$ cat src/rtl/ddr2_cmd_sched.sv
// DDR2 command scheduler: arbitrates refresh, write and read requests and
// sequences PRE/REF or ACT/WRA/RDA with down-counter spacing timers.
// Optional build macro DDR2_SCHED_RR_EN: read/write round-robin arbitration.
// Without it, writes have fixed priority over reads.
//
// state     | meaning
// WAIT_INIT | after reset, waiting for init_end
// IDLE      | arbitrating refresh / write / read
// PRE       | precharge-all being issued (with aref_ack)
// TRP       | waiting out tRP before REF
// REF       | auto-refresh being issued
// TRFC      | waiting out tRFC
// ACT       | activate of captured bank/row being issued
// TRCD      | waiting out tRCD before the column command
// RW        | WRA/RDA being issued (with wr_ack/rd_ack)
// TAP       | waiting out burst plus auto-precharge recovery
module ddr2_cmd_sched #(
  parameter int T_RP  = 3,
  parameter int T_RCD = 3,
  parameter int T_RFC = 26,
  parameter int T_AP  = 8
) (
  input  logic        ck,
  input  logic        rst_n,
  input  logic        init_end,
  input  logic        aref_req,
  output logic        aref_ack,
  input  logic        wr_req,
  output logic        wr_ack,
  input  logic [2:0]  wr_ba,
  input  logic [12:0] wr_row,
  input  logic [9:0]  wr_col,
  input  logic        rd_req,
  output logic        rd_ack,
  input  logic [2:0]  rd_ba,
  input  logic [12:0] rd_row,
  input  logic [9:0]  rd_col,
  output logic [3:0]  cmd,
  output logic [2:0]  ba,
  output logic [12:0] addr,
  output logic        busy
);

  localparam int T_MAX = (T_RFC > T_AP) ? T_RFC : T_AP;
  localparam int TW    = $clog2(T_MAX + 1) + 1;

  localparam logic [TW-1:0] TMR_ONE = TW'(1);

  localparam logic [3:0] CMD_NOP = 4'b0111;
  localparam logic [3:0] CMD_PRE = 4'b0010;
  localparam logic [3:0] CMD_REF = 4'b0001;
  localparam logic [3:0] CMD_ACT = 4'b0011;
  localparam logic [3:0] CMD_WRA = 4'b0100;
  localparam logic [3:0] CMD_RDA = 4'b0101;

  localparam logic [12:0] ADDR_ALL_BANKS = 13'h0400;

  typedef enum logic [3:0] {
    ST_WAIT_INIT,
    ST_IDLE,
    ST_PRE,
    ST_TRP,
    ST_REF,
    ST_TRFC,
    ST_ACT,
    ST_TRCD,
    ST_RW,
    ST_TAP
  } state_t;

  state_t        state_q, state_d;
  logic [TW-1:0] timer_q, timer_d;
  logic [3:0]    cmd_q, cmd_d;
  logic [2:0]    ba_q, ba_d;
  logic [12:0]   addr_q, addr_d;
  logic          aref_ack_q, aref_ack_d;
  logic          wr_ack_q, wr_ack_d;
  logic          rd_ack_q, rd_ack_d;
  logic          acc_wr_q, acc_wr_d;
  logic [2:0]    acc_ba_q, acc_ba_d;
  logic [12:0]   acc_row_q, acc_row_d;
  logic [9:0]    acc_col_q, acc_col_d;
  logic [1:0]    rst_sync_q, rst_sync_d;
  logic          rst_int_n;
  logic          grant_wr;

  // Reset asserts at once but releases two ck edges later, so the release
  // edge can never launch a command.
  always_comb rst_sync_d = {rst_sync_q[0], 1'b1};

  // Reset release synchroniser.
  always_ff @(posedge ck or negedge rst_n) begin
    if (!rst_n) rst_sync_q <= 2'b00;
    else        rst_sync_q <= rst_sync_d;
  end

  assign rst_int_n = rst_sync_q[1];

`ifdef DDR2_SCHED_RR_EN
  // rr_q high means the next contested grant goes to the write port.
  logic rr_q, rr_d;

  // Round-robin pointer register.
  always_ff @(posedge ck or negedge rst_int_n) begin
    if (!rst_int_n) rr_q <= 1'b1;
    else            rr_q <= rr_d;
  end

  assign grant_wr = wr_req & (~rd_req | rr_q);
`else
  assign grant_wr = wr_req;
`endif

  // Next-state, timer and registered-output decode.
  always_comb begin
    state_d    = state_q;
    timer_d    = timer_q;
    cmd_d      = CMD_NOP;
    ba_d       = 3'd0;
    addr_d     = 13'd0;
    aref_ack_d = 1'b0;
    wr_ack_d   = 1'b0;
    rd_ack_d   = 1'b0;
    acc_wr_d   = acc_wr_q;
    acc_ba_d   = acc_ba_q;
    acc_row_d  = acc_row_q;
    acc_col_d  = acc_col_q;
`ifdef DDR2_SCHED_RR_EN
    rr_d       = rr_q;
`endif
    case (state_q)
      ST_WAIT_INIT: begin
        if (init_end) state_d = ST_IDLE;
      end
      ST_IDLE: begin
        if (aref_req) begin
          state_d = ST_PRE;
        end else if (wr_req | rd_req) begin
          state_d   = ST_ACT;
          acc_wr_d  = grant_wr;
          acc_ba_d  = grant_wr ? wr_ba  : rd_ba;
          acc_row_d = grant_wr ? wr_row : rd_row;
          acc_col_d = grant_wr ? wr_col : rd_col;
`ifdef DDR2_SCHED_RR_EN
          rr_d      = ~grant_wr;
`endif
        end
      end
      ST_PRE: begin
        cmd_d      = CMD_PRE;
        addr_d     = ADDR_ALL_BANKS;
        aref_ack_d = 1'b1;
        if (T_RP <= 1) begin
          state_d = ST_REF;
        end else begin
          state_d = ST_TRP;
          timer_d = TW'(T_RP - 1);
        end
      end
      ST_TRP: begin
        timer_d = timer_q - TMR_ONE;
        if (timer_q <= TMR_ONE) state_d = ST_REF;
      end
      ST_REF: begin
        cmd_d   = CMD_REF;
        state_d = ST_TRFC;
        timer_d = TW'(T_RFC);
      end
      ST_TRFC: begin
        timer_d = timer_q - TMR_ONE;
        if (timer_q <= TMR_ONE) state_d = ST_IDLE;
      end
      ST_ACT: begin
        cmd_d  = CMD_ACT;
        ba_d   = acc_ba_q;
        addr_d = acc_row_q;
        if (T_RCD <= 1) begin
          state_d = ST_RW;
        end else begin
          state_d = ST_TRCD;
          timer_d = TW'(T_RCD - 1);
        end
      end
      ST_TRCD: begin
        timer_d = timer_q - TMR_ONE;
        if (timer_q <= TMR_ONE) state_d = ST_RW;
      end
      ST_RW: begin
        cmd_d    = acc_wr_q ? CMD_WRA : CMD_RDA;
        ba_d     = acc_ba_q;
        addr_d   = {3'b001, acc_col_q};
        wr_ack_d = acc_wr_q;
        rd_ack_d = ~acc_wr_q;
        state_d  = ST_TAP;
        timer_d  = TW'(T_AP);
      end
      ST_TAP: begin
        timer_d = timer_q - TMR_ONE;
        if (timer_q <= TMR_ONE) state_d = ST_IDLE;
      end
      default: begin
        state_d = ST_WAIT_INIT;
        timer_d = '0;
      end
    endcase
  end

  // State, timer, captured access and output registers.
  always_ff @(posedge ck or negedge rst_int_n) begin
    if (!rst_int_n) begin
      state_q    <= ST_WAIT_INIT;
      timer_q    <= '0;
      cmd_q      <= CMD_NOP;
      ba_q       <= 3'd0;
      addr_q     <= 13'd0;
      aref_ack_q <= 1'b0;
      wr_ack_q   <= 1'b0;
      rd_ack_q   <= 1'b0;
      acc_wr_q   <= 1'b0;
      acc_ba_q   <= 3'd0;
      acc_row_q  <= 13'd0;
      acc_col_q  <= 10'd0;
    end else begin
      state_q    <= state_d;
      timer_q    <= timer_d;
      cmd_q      <= cmd_d;
      ba_q       <= ba_d;
      addr_q     <= addr_d;
      aref_ack_q <= aref_ack_d;
      wr_ack_q   <= wr_ack_d;
      rd_ack_q   <= rd_ack_d;
      acc_wr_q   <= acc_wr_d;
      acc_ba_q   <= acc_ba_d;
      acc_row_q  <= acc_row_d;
      acc_col_q  <= acc_col_d;
    end
  end

  assign cmd      = cmd_q;
  assign ba       = ba_q;
  assign addr     = addr_q;
  assign aref_ack = aref_ack_q;
  assign wr_ack   = wr_ack_q;
  assign rd_ack   = rd_ack_q;
  assign busy     = (state_q != ST_IDLE);

endmodule
$ cat config.mk
export PLATFORM = sky130hd
export DESIGN_NAME = ddr2_cmd_sched
export DESIGN_NICKNAME = d
export VERILOG_FILES = /design/src/rtl/ddr2_cmd_sched.sv
export SDC_FILE = /design/constraint.sdc
export NUM_CORES = 1
export LEC_CHECK = 0
export BUFFER_PORTS_ARGS = -buffer_cell sky130_fd_sc_hd__buf_4
export CORE_AREA = 2 2 81 114
export DETAILED_ROUTE_END_ITERATION = 6
export DIE_AREA = 0 0 83 116
export SYNTH_ARGS = -nofsm -noshare
export SYNTH_HDL_FRONTEND = slang
export SYNTH_SLANG_ARGS = --single-unit
$ cat constraint.sdc
create_clock -name ck -period 2.7 [get_ports ck]
set_clock_uncertainty 0.1 [all_clocks]
set_input_delay 0.135 -clock ck [delete_from_list [all_inputs] [get_ports ck]]
set_output_delay 0.135 -clock ck [all_outputs]
set_load 0.01 [all_outputs]
# Word-level counts from Yosys, hierarchy flattened
# Cells that the tools add are included.
[totals]
regBits = 62
inputBits = 58
out_inout_bits = 24
elab_cells = 59
[classes]
add_sub_neg = 1
order_cmp = 1
eq_ne = 15
n_mux = 18
bitwise_logic = 3
reduce_logical = 8
[op_table]
columns = ["operator", "count"]
rows = [
  ["case mux 13 bit (3 select lines)", 1],
  ["case mux 4 bit (9 select lines)", 1],
  ["case mux 6 bit (5 select lines)", 1],
  ["two-way mux 4 bit", 6],
  ["equality test 4 x 3 -> 1 bit, second input constant", 4],
  ["two-way mux 13 bit", 1],
  ["case mux 3 bit (4 select lines)", 1],
  ["two-way mux 10 bit", 1],
  ["equality test 4 x 2 -> 1 bit, second input constant", 2],
  ["equality test 4 bit, second input constant", 2],
  ["OR reduction 2 bit", 4],
  ["less-or-equal comparator 6 x 1 -> 1 bit, second input constant", 1],
  ["two-way mux 3 bit", 2],
  ["inequality test 2 bit, second input constant", 3],
  ["subtractor 6 x 1 -> 6 bit, second input constant", 1],
  ["AND reduction 5 bit", 1],
  ["equality test 4 x 1 -> 1 bit, second input constant", 1],
  ["zero test 4 bit", 1],
  ["two-way mux 1 bit", 4],
  ["inequality test 4 x 1 -> 1 bit, second input constant", 1],
  ["OR reduction 4 bit", 1],
  ["inequality test 3 bit, second input constant", 1],
  ["AND reduction 3 bit", 1],
  ["inequality test 2 x 1 -> 1 bit, second input constant", 1],
  ["2 further kinds", 3],
]

# Logic depth before layout (Yosys ltp)
# Gate-level depths: netlist (run 1).
[depth]
word_depth = 4
ltp_mapped = 7
depth_no_buf = 6

# Worst setup path after synthesis (run 1)
# Ideal clock, no wire load.
[synth_path]
kind = "reg2reg"
from = "register state_q[3]"
to = "register acc_ba_q[0]"
setup_time_ps = 125
t_arrival_ps = 1747
t_required_ps = 2475
path_slack_ps = 728
path_stages_with_launch = 8
path_buffers = 2
period_less_slack_ps = 1972
path_cell_list = "dfrtp_1 nor4b_2 inv_1 nor2_1 o21a_1 buf_4 buf_4 mux2_2"
[synth_via]
elab_chain_len = 2
[synth_rtl]
columns = ["element", "line", "source"]
rows = [
  ["from (decl)", "71", "state_t state_q, state_d;"],
  ["from (signal assigned)", "224", "state_q <= state_d;"],
  ["equality test 4 x 1 -> 1 bit", "131", "case (state_q)"],
  ["AND reduction 3 bit (no line)", "--", ""],
  ["to (signal assigned)", "220", "acc_ba_q <= 3'd0;"],
  ["to (signal assigned)", "233", "acc_ba_q <= acc_ba_d;"],
  ["to (decl)", "80", "logic [2:0] acc_ba_q, acc_ba_d;"],
]
# No other way between the ends.
# A chain may end at the register's enable or synchronous reset.

# Final worst setup path (run 1)
[layout_path]
from = "register state_q[1]"
to = "register acc_row_q[10]"
[layout_via]
elab_chain_len = 2
[layout_rtl]
columns = ["element", "line", "source"]
rows = [
  ["equality test 4 x 1 -> 1 bit", "131", ""],
  ["AND reduction 3 bit (no line)", "--", ""],
  ["to (signal assigned)", "234", "acc_row_q <= acc_row_d;"],
  ["to (decl)", "81", "logic [12:0] acc_row_q, acc_row_d;"],
]
# No other way between the ends.

==> results of run 1 <==
==> logic make-up (layout without fill, tap and decap cells) <==
group	Yosys count	after routing	synth area share, %
buf+inv	26	113	4.20
mux	52	52	20.1
simple gates	55	55	10.2
xor+xnor	3	3	0.900
other cells	2	2	0.257
fa+ha+maj	2	2	0.857
compound gates	42	42	11.1
flops	61	61	52.4
==> metrics by stage <==
| stage | setup slack (ps) | util (%) | power [mW] | instance area (µm²) |
|---|---|---|---|---|
| 6_report | 578 | 46.1 | 4.19 | 3940 |
| 5_1_grt | 435 | 46.1 | 4.47 | 3940 |
| 4_1_cts | 570 | 46.1 | 4.23 | 3940 |
| 3_5_place_dp | 574 | 42.4 | 3.07 | 3630 |
| 3_3_place_gp | 624 | 42.4 | 3.01 | 3630 |
| 2_1_floorplan | 728 | - | 2.59 | 2920 |
==> cell type report <==
cell class / count / area share, %
clock inverter: 3 / 1.11
multi-input combinational: 156 / 32.5
sequential: 61 / 38.8
inverter: 9 / 0.857
tap: 105 / 3.33
timing repair buffer: 88 / 16.8
clock buffer: 13 / 6.60
==> worst paths after layout <==
| path | endpoint | slack (ps) | cells past startpoint |
|---|---|---|---|
| max in group asynchronous | state_q[1]$_DFFE_PN0P_ | 1530 | 1 |
| min reg2reg | acc_row_q[11]$_DFFE_PN0P_ | 110 | 0 |
| max reg2reg | acc_row_q[10]$_DFFE_PN0P_ | 580 | 6 |
| min | rst_sync_q[1]$_DFF_PN0_ | 30 | 2 |
| max | acc_row_q[10]$_DFFE_PN0P_ | 580 | 6 |
| min in group ck | acc_wr_q$_DFFE_PN0P_ | 40 | 3 |
==> cells in the final DEF (no fill, tap or decap), types with 2 or more instances in the layout <==
master,count
sky130_fd_sc_hd__o31ai_1,2
sky130_fd_sc_hd__a22o_1,11
sky130_fd_sc_hd__a21oi_1,3
sky130_fd_sc_hd__and2_1,3
sky130_fd_sc_hd__or2_2,2
sky130_fd_sc_hd__nor4_2,2
sky130_fd_sc_hd__o32ai_1,2
sky130_fd_sc_hd__nor2b_1,5
sky130_fd_sc_hd__o21ai_0,8
sky130_fd_sc_hd__nor2_1,13
sky130_fd_sc_hd__nand4_1,2
sky130_fd_sc_hd__o41ai_1,3
sky130_fd_sc_hd__buf_4,87
sky130_fd_sc_hd__dfstp_2,3
sky130_fd_sc_hd__o22ai_1,2
sky130_fd_sc_hd__inv_1,9
sky130_fd_sc_hd__mux2_2,52
sky130_fd_sc_hd__nor3_1,6
sky130_fd_sc_hd__nand3_1,7
sky130_fd_sc_hd__clkbuf_1,2
sky130_fd_sc_hd__ha_1,2
sky130_fd_sc_hd__clkbuf_16,9
sky130_fd_sc_hd__clkbuf_8,2
sky130_fd_sc_hd__dfrtp_1,57
sky130_fd_sc_hd__conb_1,2
sky130_fd_sc_hd__xor2_1,2
sky130_fd_sc_hd__nand2_1,7
==> worst max-delay path, cell delays in order (launching register included) <==
cell and delay (ps):
sky130_fd_sc_hd__dfrtp_1 510, sky130_fd_sc_hd__nor4b_2 390, sky130_fd_sc_hd__inv_1 90, sky130_fd_sc_hd__nor2_1 170
sky130_fd_sc_hd__o21a_1 160, sky130_fd_sc_hd__buf_4 220, sky130_fd_sc_hd__mux2_2 350
==> per-layer routing <==
metal / vias up / global-route usage [%] / wire length, µm
li1: 1049 / - / -
met1: 1044 / 17.5 / 2710
met2: 66 / 23.4 / 3310
met3: 10 / 3.42 / 333
met4: 0 / 6.12 / 106
met5: - / 0 / 0
==> flip-flops by register name, summed over array words and instances, names as in the netlist, 2 cells and up <==
register	flops
ba	3
acc_ba_q	3
state_q	4
acc_row_q	13
acc_col_q	10
timer_q	6
addr	13
cmd	3
rst_sync_q	2
==> power groups by stage <==
stage | Sequential [mW] | Clock, mW | Combinational, mW
after floorplan | 1.49 | 0 | 1.10
after global placement | 1.55 | 0 | 1.47
after detailed placement | 1.56 | 0 | 1.50
after CTS | 1.55 | 1.17 | 1.51
after global routing | 1.60 | 1.21 | 1.66
final | 1.55 | 1.14 | 1.49
==> impl_results.md, run 1 <==
* Average wire per cell in the routed design at about 15 µm
* Required time at the worst-slack endpoint at 2800 ps
* Via count at about 2200
* Clock-pin transition on the worst setup and hold timing paths at ~50 ps
* DP Cell Count at between 400 and 500
* Register area share after synthesis at a little over half
* # IOs at slightly above 80
* Total clock sinks at 61
* GR Overflow Total at 0
* Synthesized cell area at 2920 µm²
* Ratio of final minimum period to clock period at 78.6%
* CP Launch Type: register
* Count of endpoints failing hold in the final timing report at 0
* Ant diodes at 0
* Setup Fix Bufs, Post-CTS at 0
* Nets at 385
* Register share of total power at 37.0%
* Die X-Extent at 83 µm
* Yosys synthesis warning count at 0
* Combinational fraction of design power at between 30% and 40%
* Largest net degree at the start of global routing at 40
* Proportion of netlist area held by the largest area contributor at 49.7%
* Hold Crit Class: input port to asynchronous set/reset pin
* Setup repair after global routing missed its margin: no
* Synth cell count leaders: sky130_fd_sc_hd__dfrtp_1, sky130_fd_sc_hd__mux2_2, sky130_fd_sc_hd__nor2_1
* Leak at 1.82 nW
* Worst-margin pin slew at 616 ps
* Worst reg2reg path startpoint: state_q[1]$_DFFE_PN0P_
* Arrival @ worst endpoint at 2230 ps
* Post-CTS Resized at 0
* Row count at 40
* HPWL after detailed placement at 4650 µm
* Number of search-and-repair iterations in the first detailed-routing pass at 4
* Initial Utilization at approximately a third
* Worst ir drop on vdd at 445 µV
* Status: complete, no violations
* CTS tree: done
* Crit. Startpoint: state_q[1]$_DFFE_PN0P_
* Area taken by flip-flops and latches at 1530 µm²
* Post-synth ARST share at between 90% and 100%
* Setup Total Neg Slack at 0 ps
* Switching power total at 1.38 mW
* Syn Area/Cell at around 12 µm²
* Cell accounting for the most synthesized area: sky130_fd_sc_hd__dfrtp_1
* Main flop type after synthesis: sky130_fd_sc_hd__dfrtp_1
* Hold bufs inserted after CTS at 1
* Routed wire length at 6460 µm
* Wire length of the first global-routing pass at 10700 µm
* Portion of total power attributed to the clock network at 27.3%
* Combined area of the multi-input logic cells at 1280 µm²
* Register bit count reported by yosys at just over 60
* Initial detailed-routing violation count at 129
* Post-layout instance count excluding filler cells at roughly 440
* Synthesized netlist net count at between 300 and 400
* Longest Clk Path Bufs at 2
* Fraction of layout instances using a drive strength above 1 at 50.0%
* H-tree depth at 3
* Total of max-cap violations at 0
* Endpoints failing setup at 0
* Synth area leaders: sky130_fd_sc_hd__dfrtp_1, sky130_fd_sc_hd__mux2_2, sky130_fd_sc_hd__a22o_1
* Final weighted congestion of routability-driven global placement at 0.958
* Area of the die at roughly 9600 µm²
* Fin. max-slew vios at 0
* Crit Path Category: register to register
* Largest fanout of any net on the critical path at 14
* Switching part of the total at 33.0%
* Ratio of routed vias to standard cells at 4.99
* Internal power contribution at roughly 2.8 mW
* Total of fill cells in the finished design at about 790
* Area added between synthesis and finish at 35.0%
* Number of buffers created by CTS at 9
* Number of distinct library cells after synthesis at 47
* Tightest slew margin relative to the limit at 58.6%
* Number of enable flip-flop cells after synthesis at 0
* Port Buffers at 80
* Post-detailed-route count of antenna-violating nets at 0
* Number of global-route vias before repair at 2171
* Final period demand of the worst path at 2120 ps
* DRC at 0
* Clk Tree Root Cell: sky130_fd_sc_hd__clkbuf_16
* Post-route worst hold slack at 30.5 ps
* Total core area at 8560 µm²
* Post-Synthesis Cells at 243
* Most common cell in the synthesized netlist: sky130_fd_sc_hd__dfrtp_1
* Critical Path Sink Type: register
* Clock latency at the later pin of the worst-skew pair at 320 ps
* Maximum achievable frequency at approximately 470 MHz
* Power density normalized to cell area at 1060 nW/µm²
* Combined global-route utilization of all metal layers at between 10 and 15%
* Number of antenna violations at the first check in global routing at 0
* Die extent in y at between 100 and 150 µm
(Power assumes the default switching activity.)
==> run 2, diff against run 1 <==
==> constraint.sdc (replaced) <==
create_clock -name ck -period 2.1 [get_ports ck]
set_clock_uncertainty 0.1 [all_clocks]
set_input_delay 0.105 -clock ck [delete_from_list [all_inputs] [get_ports ck]]
set_output_delay 0.105 -clock ck [all_outputs]
set_load 0.01 [all_outputs]
==> run 2 against run 1 <==
Sequential power grew 21%. Non-clock buffer count grew 5. Die area is the same. Global-route usage grew 0.63 points. Via count grew 2.5%. Critical path depth shrank 2. Cell area grew 1.5%. Combinational power grew 44%. Flip-flop and latch count is the same. Critical path type unchanged.
==> impl_results.md, run 2 (synthesis gave the netlist of run 1 again) <==
* Status: complete, no violations
* Total core area at 8560 µm²
* Required time at the worst-slack endpoint at 2180 ps
* Die extent in y at around 120 µm
* Most frequent cells in the layout: sky130_fd_sc_hd__buf_4, sky130_fd_sc_hd__dfrtp_1, sky130_fd_sc_hd__mux2_2
* Logic depth of the worst register-to-register path at 4
* Critical Path Sink Type: register
* Stage delay of the slowest cell on the critical path at 570 ps
* Total of fill cells in the finished design at 799
* Port Buffers at 80
* CP Launch Type: register
* Final worst slack at 121 ps
* Setup repair after global routing missed its margin: yes
* Total of max-cap violations at 0
* Most common cell after layout, fill and taps aside: sky130_fd_sc_hd__buf_4
* DRC at 0
* Layout Utilization at 46.8%
* Total clock sinks at 61
* H-tree depth at 3
* DRT met1 WL at 2650 µm
* Cell class contributing the biggest share of worst-path delay: compound AO/OA/AOI/OAI gates
* Combined global-route utilization of all metal layers at 14.7%
* Average wire per cell in the routed design at between 10 and 15 µm
* Worst ir drop on vdd at 695 µV
* Area of the die at 9630 µm²
* Largest net degree at the start of global routing at 60
* Worst reg2reg path startpoint: timer_q[2]$_DFFE_PN0N_
* Maximum achievable frequency at 505 MHz
* HPWL after detailed placement at 4670 µm
* Routed wire length at 6520 µm
* Number of search-and-repair iterations in the first detailed-routing pass at 4
* R2r endpoint: state_q[3]$_DFFE_PN0P_
* GR Overflow Total at 0
* Initial Utilization at roughly a third
* CTS tree: done
* Wire length of the first global-routing pass at 11200 µm
* Cell breakdown of the critical path: or4_4 -> o2111a_1 -> o41ai_1 -> o41ai_1
* Hold Crit Class: input port to register
* # IOs at 82
* CP max-delay cell: sky130_fd_sc_hd__or4_4
* Final period demand of the worst path at roughly 2000 ps
* Instance count along the most critical hold path at 3
* Ant diodes at 0
* Clock-pin transition on the worst setup and hold timing paths at 50 ps
* Fraction of layout instances using a drive strength above 1 at 51.3%
* Via count at 2224
* Nets at about 400
* Buffers and inverters on the worst path at 0
* Top layer in use: met4
* Combined area of the multi-input logic cells at between 1000 and 1500 µm²
* Source of the worst hold timing path: rd_req
* Tightest slew margin relative to the limit at 58.4%
* Sink of the worst hold path: acc_wr_q$_DFFE_PN0P_
* Area added between synthesis and finish at 37.1%
* Endpoints failing setup at 0
* Worst setup slack for register-to-register paths at 120 ps
* Number of global-route vias before repair at 2307
* Setup Fix Bufs, Post-CTS at 0
* Detailed-routed wire length on met3 at between 300 and 400 µm
* Placement Setup Slack at 98.1 ps
* Post-route worst hold slack at 18.2 ps
* Worst-margin pin slew at 619 ps
* Initial detailed-routing violation count at 84
* Number of antenna violations at the first check in global routing at 0
* Arrival @ worst endpoint at 2060 ps
* Power density normalized to cell area at 1360 nW/µm²
* Post-layout instance count excluding filler cells at 440
* Ratio of routed vias to standard cells at 5.05
* Area taken by flip-flops and latches at 1530 µm²
* Largest fanout of any net on the critical path at 3
* Longest Clk Path Bufs at 2
* Setup Total Neg Slack at 0 ps
* Row count at 40
* Leak at 1.85 nW
* Critical path's most frequent cell: sky130_fd_sc_hd__o41ai_1
* Amount of wire on met2 after detailed routing at approximately 3400 µm
* Clock latency at the later pin of the worst-skew pair at 320 ps
* DP Cell Count at around 420
* Die X-Extent at 83 µm
* Ratio of final minimum period to clock period at 94.3%
* Number of buffers created by CTS at 9
* Post-detailed-route count of antenna-violating nets at 0
* Final weighted congestion of routability-driven global placement at 0.889
* Fin. max-slew vios at 0
* Clk Tree Root Cell: sky130_fd_sc_hd__clkbuf_16
* Crit Path Category: register to register
* Count of endpoints failing hold in the final timing report at 0
-- run 2: changes by cell type in the layout (fill, tap and decap cells not counted), sizes merged --
cell,previous run,this run
clkinv,2,5
clkinvlp,0,1
clkbuf,13,9
dlygate4sd3,1,2
buf,87,91
-- run 2: worst max-delay path by stage --
stage,start,to,slack (ps),cells after the start
CTS,timer_q[2]$_DFFE_PN0N_,state_q[2]$_DFFE_PN0P_,90,4
finish,timer_q[2]$_DFFE_PN0N_,state_q[3]$_DFFE_PN0P_,120,4
floorplan,state_q[3]$_DFFE_PN0P_,acc_ba_q[0]$_DFFE_PN0P_,130,7
detailed placement,timer_q[2]$_DFFE_PN0N_,state_q[2]$_DFFE_PN0P_,100,4
global placement,timer_q[2]$_DFFE_PN0N_,state_q[2]$_DFFE_PN0P_,110,4
global route,state_q[1]$_DFFE_PN0P_,acc_row_q[3]$_DFFE_PN0P_,-20,6
-- run 2: through the flow --
step                      area [µm²]  power [mW]
final                           4000        5.43
after detailed placement        3680        4.04
after floorplan                 2920        3.33
after CTS                       4000        5.48
after global routing            4000        5.83
after global placement          3680        3.97
-- run 2: cell type report --
cell class	count	area share (%)
clock inverter	7	1.66
clock buffer	9	5.63
multi-input combinational	156	32.2
sequential	61	38.3
tap	105	3.28
inverter	9	0.844
timing repair buffer	93	18.2
-- run 2: timing repair --
action,in CTS,in global routing
endpoints found under the setup margin,0,23
hold buffers,2,0
hold endpoints to repair,2,0
gates resized for setup,0,1
-- run 2: where the power goes --
part           internal [mW]  switching (mW)  leakage, nW
clock network          0.910           0.506        0.145
logic                   1.04            1.10        0.939
registers               1.65           0.228        0.764
total                   3.61            1.83         1.85
-- run 2: worst min-delay path, stage by stage --
cell	delay (ps)
sky130_fd_sc_hd__buf_4	130
sky130_fd_sc_hd__nand2_1	50
sky130_fd_sc_hd__a22o_1	110
-- run 2: metal layers --
| metal | global-route usage [%] | vias to the layer above |
|---|---|---|
| met5 | 0 | - |
| met4 | 6.45 | 0 |
| met3 | 3.70 | 5 |
| met2 | 24.7 | 70 |
| met1 | 18.0 | 1092 |
| li1 | - | 1057 |
==> run 3, diff against run 2 <==
--- a/config.mk
+++ b/config.mk
@@ -6,9 +6,9 @@
 export NUM_CORES = 1
 export LEC_CHECK = 0
 export BUFFER_PORTS_ARGS = -buffer_cell sky130_fd_sc_hd__buf_4
-export CORE_AREA = 2 2 81 114
+export CORE_AREA = 2 2 91 101
 export DETAILED_ROUTE_END_ITERATION = 6
-export DIE_AREA = 0 0 83 116
+export DIE_AREA = 0 0 93 103
 export SYNTH_ARGS = -nofsm -noshare
 export SYNTH_HDL_FRONTEND = slang
 export SYNTH_SLANG_ARGS = --single-unit
==> run 3 against run 2 <==
Global-route usage decreased by 0.36 points. Via count rose by 0.27%. Clock power fell by 35%. First-iteration DRC count increased by 17%. Sequential share of layout area rose by 0.78 points. Critical path type unchanged. Critical endpoint is now acc_row_q[0]$_DFFE_PN0P_. Highest routed layer unchanged.
==> impl_results.md, run 3 (synthesis gave the netlist of run 1 again) <==
* Instance count along the most critical hold path at 3
* R2r endpoint: acc_row_q[0]$_DFFE_PN0P_
* Worst-margin pin slew at between 500 and 600 ps
* Required time at the worst-slack endpoint at 2220 ps
* H-tree depth at 3
* Final period demand of the worst path at 2000 ps
* Wire length of the first global-routing pass at 10700 µm
* Routed wire length at 6390 µm
* Logic depth of the worst register-to-register path at 6
* Endpoints failing setup at 0
* Combinational fraction of design power at 43.0%
* Total of fill cells in the finished design at 842
* CTS tree: done
* Switching power total at 1.81 mW
* HPWL after detailed placement at 4600 µm
* Die X-Extent at 93 µm
* Total core area at 8650 µm²
* Number of antenna violations at the first check in global routing at 0
* Most common cell after layout, fill and taps aside: sky130_fd_sc_hd__buf_4
* Source of the worst hold timing path: rd_row[1]
* Area of the die at 9580 µm²
* Number of global-route vias before repair at 2191
* Post-layout instance count excluding filler cells at 453
* Combined global-route utilization of all metal layers at 14.3%
* Fin. max-slew vios at 0
* Total of max-cap violations at 0
* Nets at between 300 and 400
* Portion of total power attributed to the clock network at a little under a fifth
* Largest fanout of any net on the critical path at 26
* Longest Clk Path Bufs at 2
* Initial Utilization at 33.8%
* Setup repair after global routing missed its margin: no
* Largest net degree at the start of global routing at 38
* Ratio of final minimum period to clock period at 95.1%
* Area added between synthesis and finish at 34.4%
* Tightest slew margin relative to the limit at 62.9%
* Port Buffers at 80
* Area taken by flip-flops and latches at about 1500 µm²
* GR Overflow Total at 0
* Final worst slack at 102 ps
* Via count at 2230
* Number of buffers created by CTS at 9
* Worst setup slack for register-to-register paths at 100 ps
* Arrival @ worst endpoint at around 2100 ps
* Setup Total Neg Slack at 0 ps
* Power density normalized to cell area at about 1300 nW/µm²
* Worst ir drop on vdd at 439 µV
* Post-detailed-route count of antenna-violating nets at 0
* Row count at 36
* Ratio of routed vias to standard cells at 4.92
* Most frequent cells in the layout: sky130_fd_sc_hd__buf_4, sky130_fd_sc_hd__dfrtp_1, sky130_fd_sc_hd__mux2_2
* Critical Path Sink Type: register
* Leak at 1.81 nW
* Final weighted congestion of routability-driven global placement at between 0.8 and 0.9
* Average wire per cell in the routed design at 14.1 µm
* Combined area of the multi-input logic cells at 1280 µm²
* DP Cell Count at 433
* # IOs at between 80 and 90
* Worst reg2reg path startpoint: state_q[1]$_DFFE_PN0P_
* Internal power contribution at 3.14 mW
* Initial detailed-routing violation count at between 90 and 100
* Clk Tree Root Cell: sky130_fd_sc_hd__clkbuf_8
* Hold Crit Class: input port to register
* Sink of the worst hold path: acc_row_q[1]$_DFFE_PN0P_
* Maximum achievable frequency at between 500 and 600 MHz
* Fraction of layout instances using a drive strength above 1 at between 50% and 60%
* Status: complete, no violations
* DRC at 0
* Crit Path Category: register to register
* Switching part of the total at 36.5%
* Total clock sinks at 61
* Layout Utilization at 45.4%
* Die extent in y at 103 µm
* Clock-pin transition on the worst setup and hold timing paths at 70 ps
* Ant diodes at 0
* Count of endpoints failing hold in the final timing report at 0
* Placement Setup Slack at ~120 ps
* CP Launch Type: register
* Number of search-and-repair iterations in the first detailed-routing pass at 4
* Register share of total power at 38.4%
* Post-CTS Resized at 0
* Clock latency at the later pin of the worst-skew pair at 330 ps
## run 3: cell count changes in the layout (fill, tap and decap cells not counted)
cell | previous run | this run
sky130_fd_sc_hd__clkinv_2 | 4 | 3
sky130_fd_sc_hd__dlygate4sd3_1 | 2 | 4
sky130_fd_sc_hd__inv_6 | 0 | 2
sky130_fd_sc_hd__buf_4 | 89 | 91
sky130_fd_sc_hd__o41ai_2 | 1 | 0
sky130_fd_sc_hd__bufinv_16 | 1 | 0
sky130_fd_sc_hd__clkbuf_8 | 0 | 9
sky130_fd_sc_hd__clkbuf_16 | 9 | 0
sky130_fd_sc_hd__o41ai_1 | 2 | 3
## run 3: worst max-delay path: stages, from the launching register on
cell and delay, ps:
sky130_fd_sc_hd__dfrtp_1 400, sky130_fd_sc_hd__nor4b_2 340, sky130_fd_sc_hd__inv_1 110, sky130_fd_sc_hd__nor2_1 170, sky130_fd_sc_hd__o21a_1 190, sky130_fd_sc_hd__buf_12 190, sky130_fd_sc_hd__mux2_2 350
## run 3: area by class of cell
| type | count | share of cell area, % |
|---|---|---|
| Clock buffer | 9 | 3.16 |
| Timing Repair Buffer | 97 | 19.5 |
| Sequential cell | 61 | 39.0 |
| Tap cell | 114 | 3.64 |
| Multi-Input combinational cell | 156 | 32.6 |
| Inverter | 9 | 0.861 |
| Clock inverter | 7 | 1.24 |
## run 3: how the worst max path moves through the flow
stage,endpoint,start,cells after the start
finish,acc_row_q[0]$_DFFE_PN0P_,state_q[1]$_DFFE_PN0P_,6
global route,acc_row_q[0]$_DFFE_PN0P_,state_q[1]$_DFFE_PN0P_,6
CTS,state_q[3]$_DFFE_PN0P_,timer_q[2]$_DFFE_PN0N_,4
detailed placement,state_q[3]$_DFFE_PN0P_,timer_q[2]$_DFFE_PN0N_,4
global placement,state_q[3]$_DFFE_PN0P_,timer_q[2]$_DFFE_PN0N_,4
floorplan,acc_ba_q[0]$_DFFE_PN0P_,state_q[3]$_DFFE_PN0P_,7
## run 3: power by group through the flow
stage / clock network [mW] / logic (mW) / registers (mW)
6_report: 0.924 / 2.13 / 1.90
5_1_grt: 1.02 / 2.36 / 1.96
4_1_cts: 0.953 / 2.14 / 1.90
3_5_place_dp: 0 / 2.12 / 1.93
3_3_place_gp: 0 / 2.09 / 1.91
2_1_floorplan: 0 / 1.41 / 1.92
## run 3: routing by layer
metal	vias up	routed length (µm)	global-route usage, %
li1	1065	-	-
met1	1089	2930	19.4
met2	69	3040	22.6
met3	7	341	3.51
met4	0	73	5.09
met5	-	0	0
## run 3: repair_timing
action	4_1_cts	5_1_grt
hold buffers	4	0
buffers inserted	0	0
endpoints found under the hold margin	4	0
## run 3: through the flow
step | hold WS [ps] | power [mW] | instance area, µm²
after floorplan | -291 | 3.33 | 2920
after global placement | -212 | 4.00 | 3710
after detailed placement | -211 | 4.04 | 3710
after CTS | 13.4 | 4.99 | 3920
after global routing | 22.3 | 5.33 | 3920
final | 27.8 | 4.95 | 3920
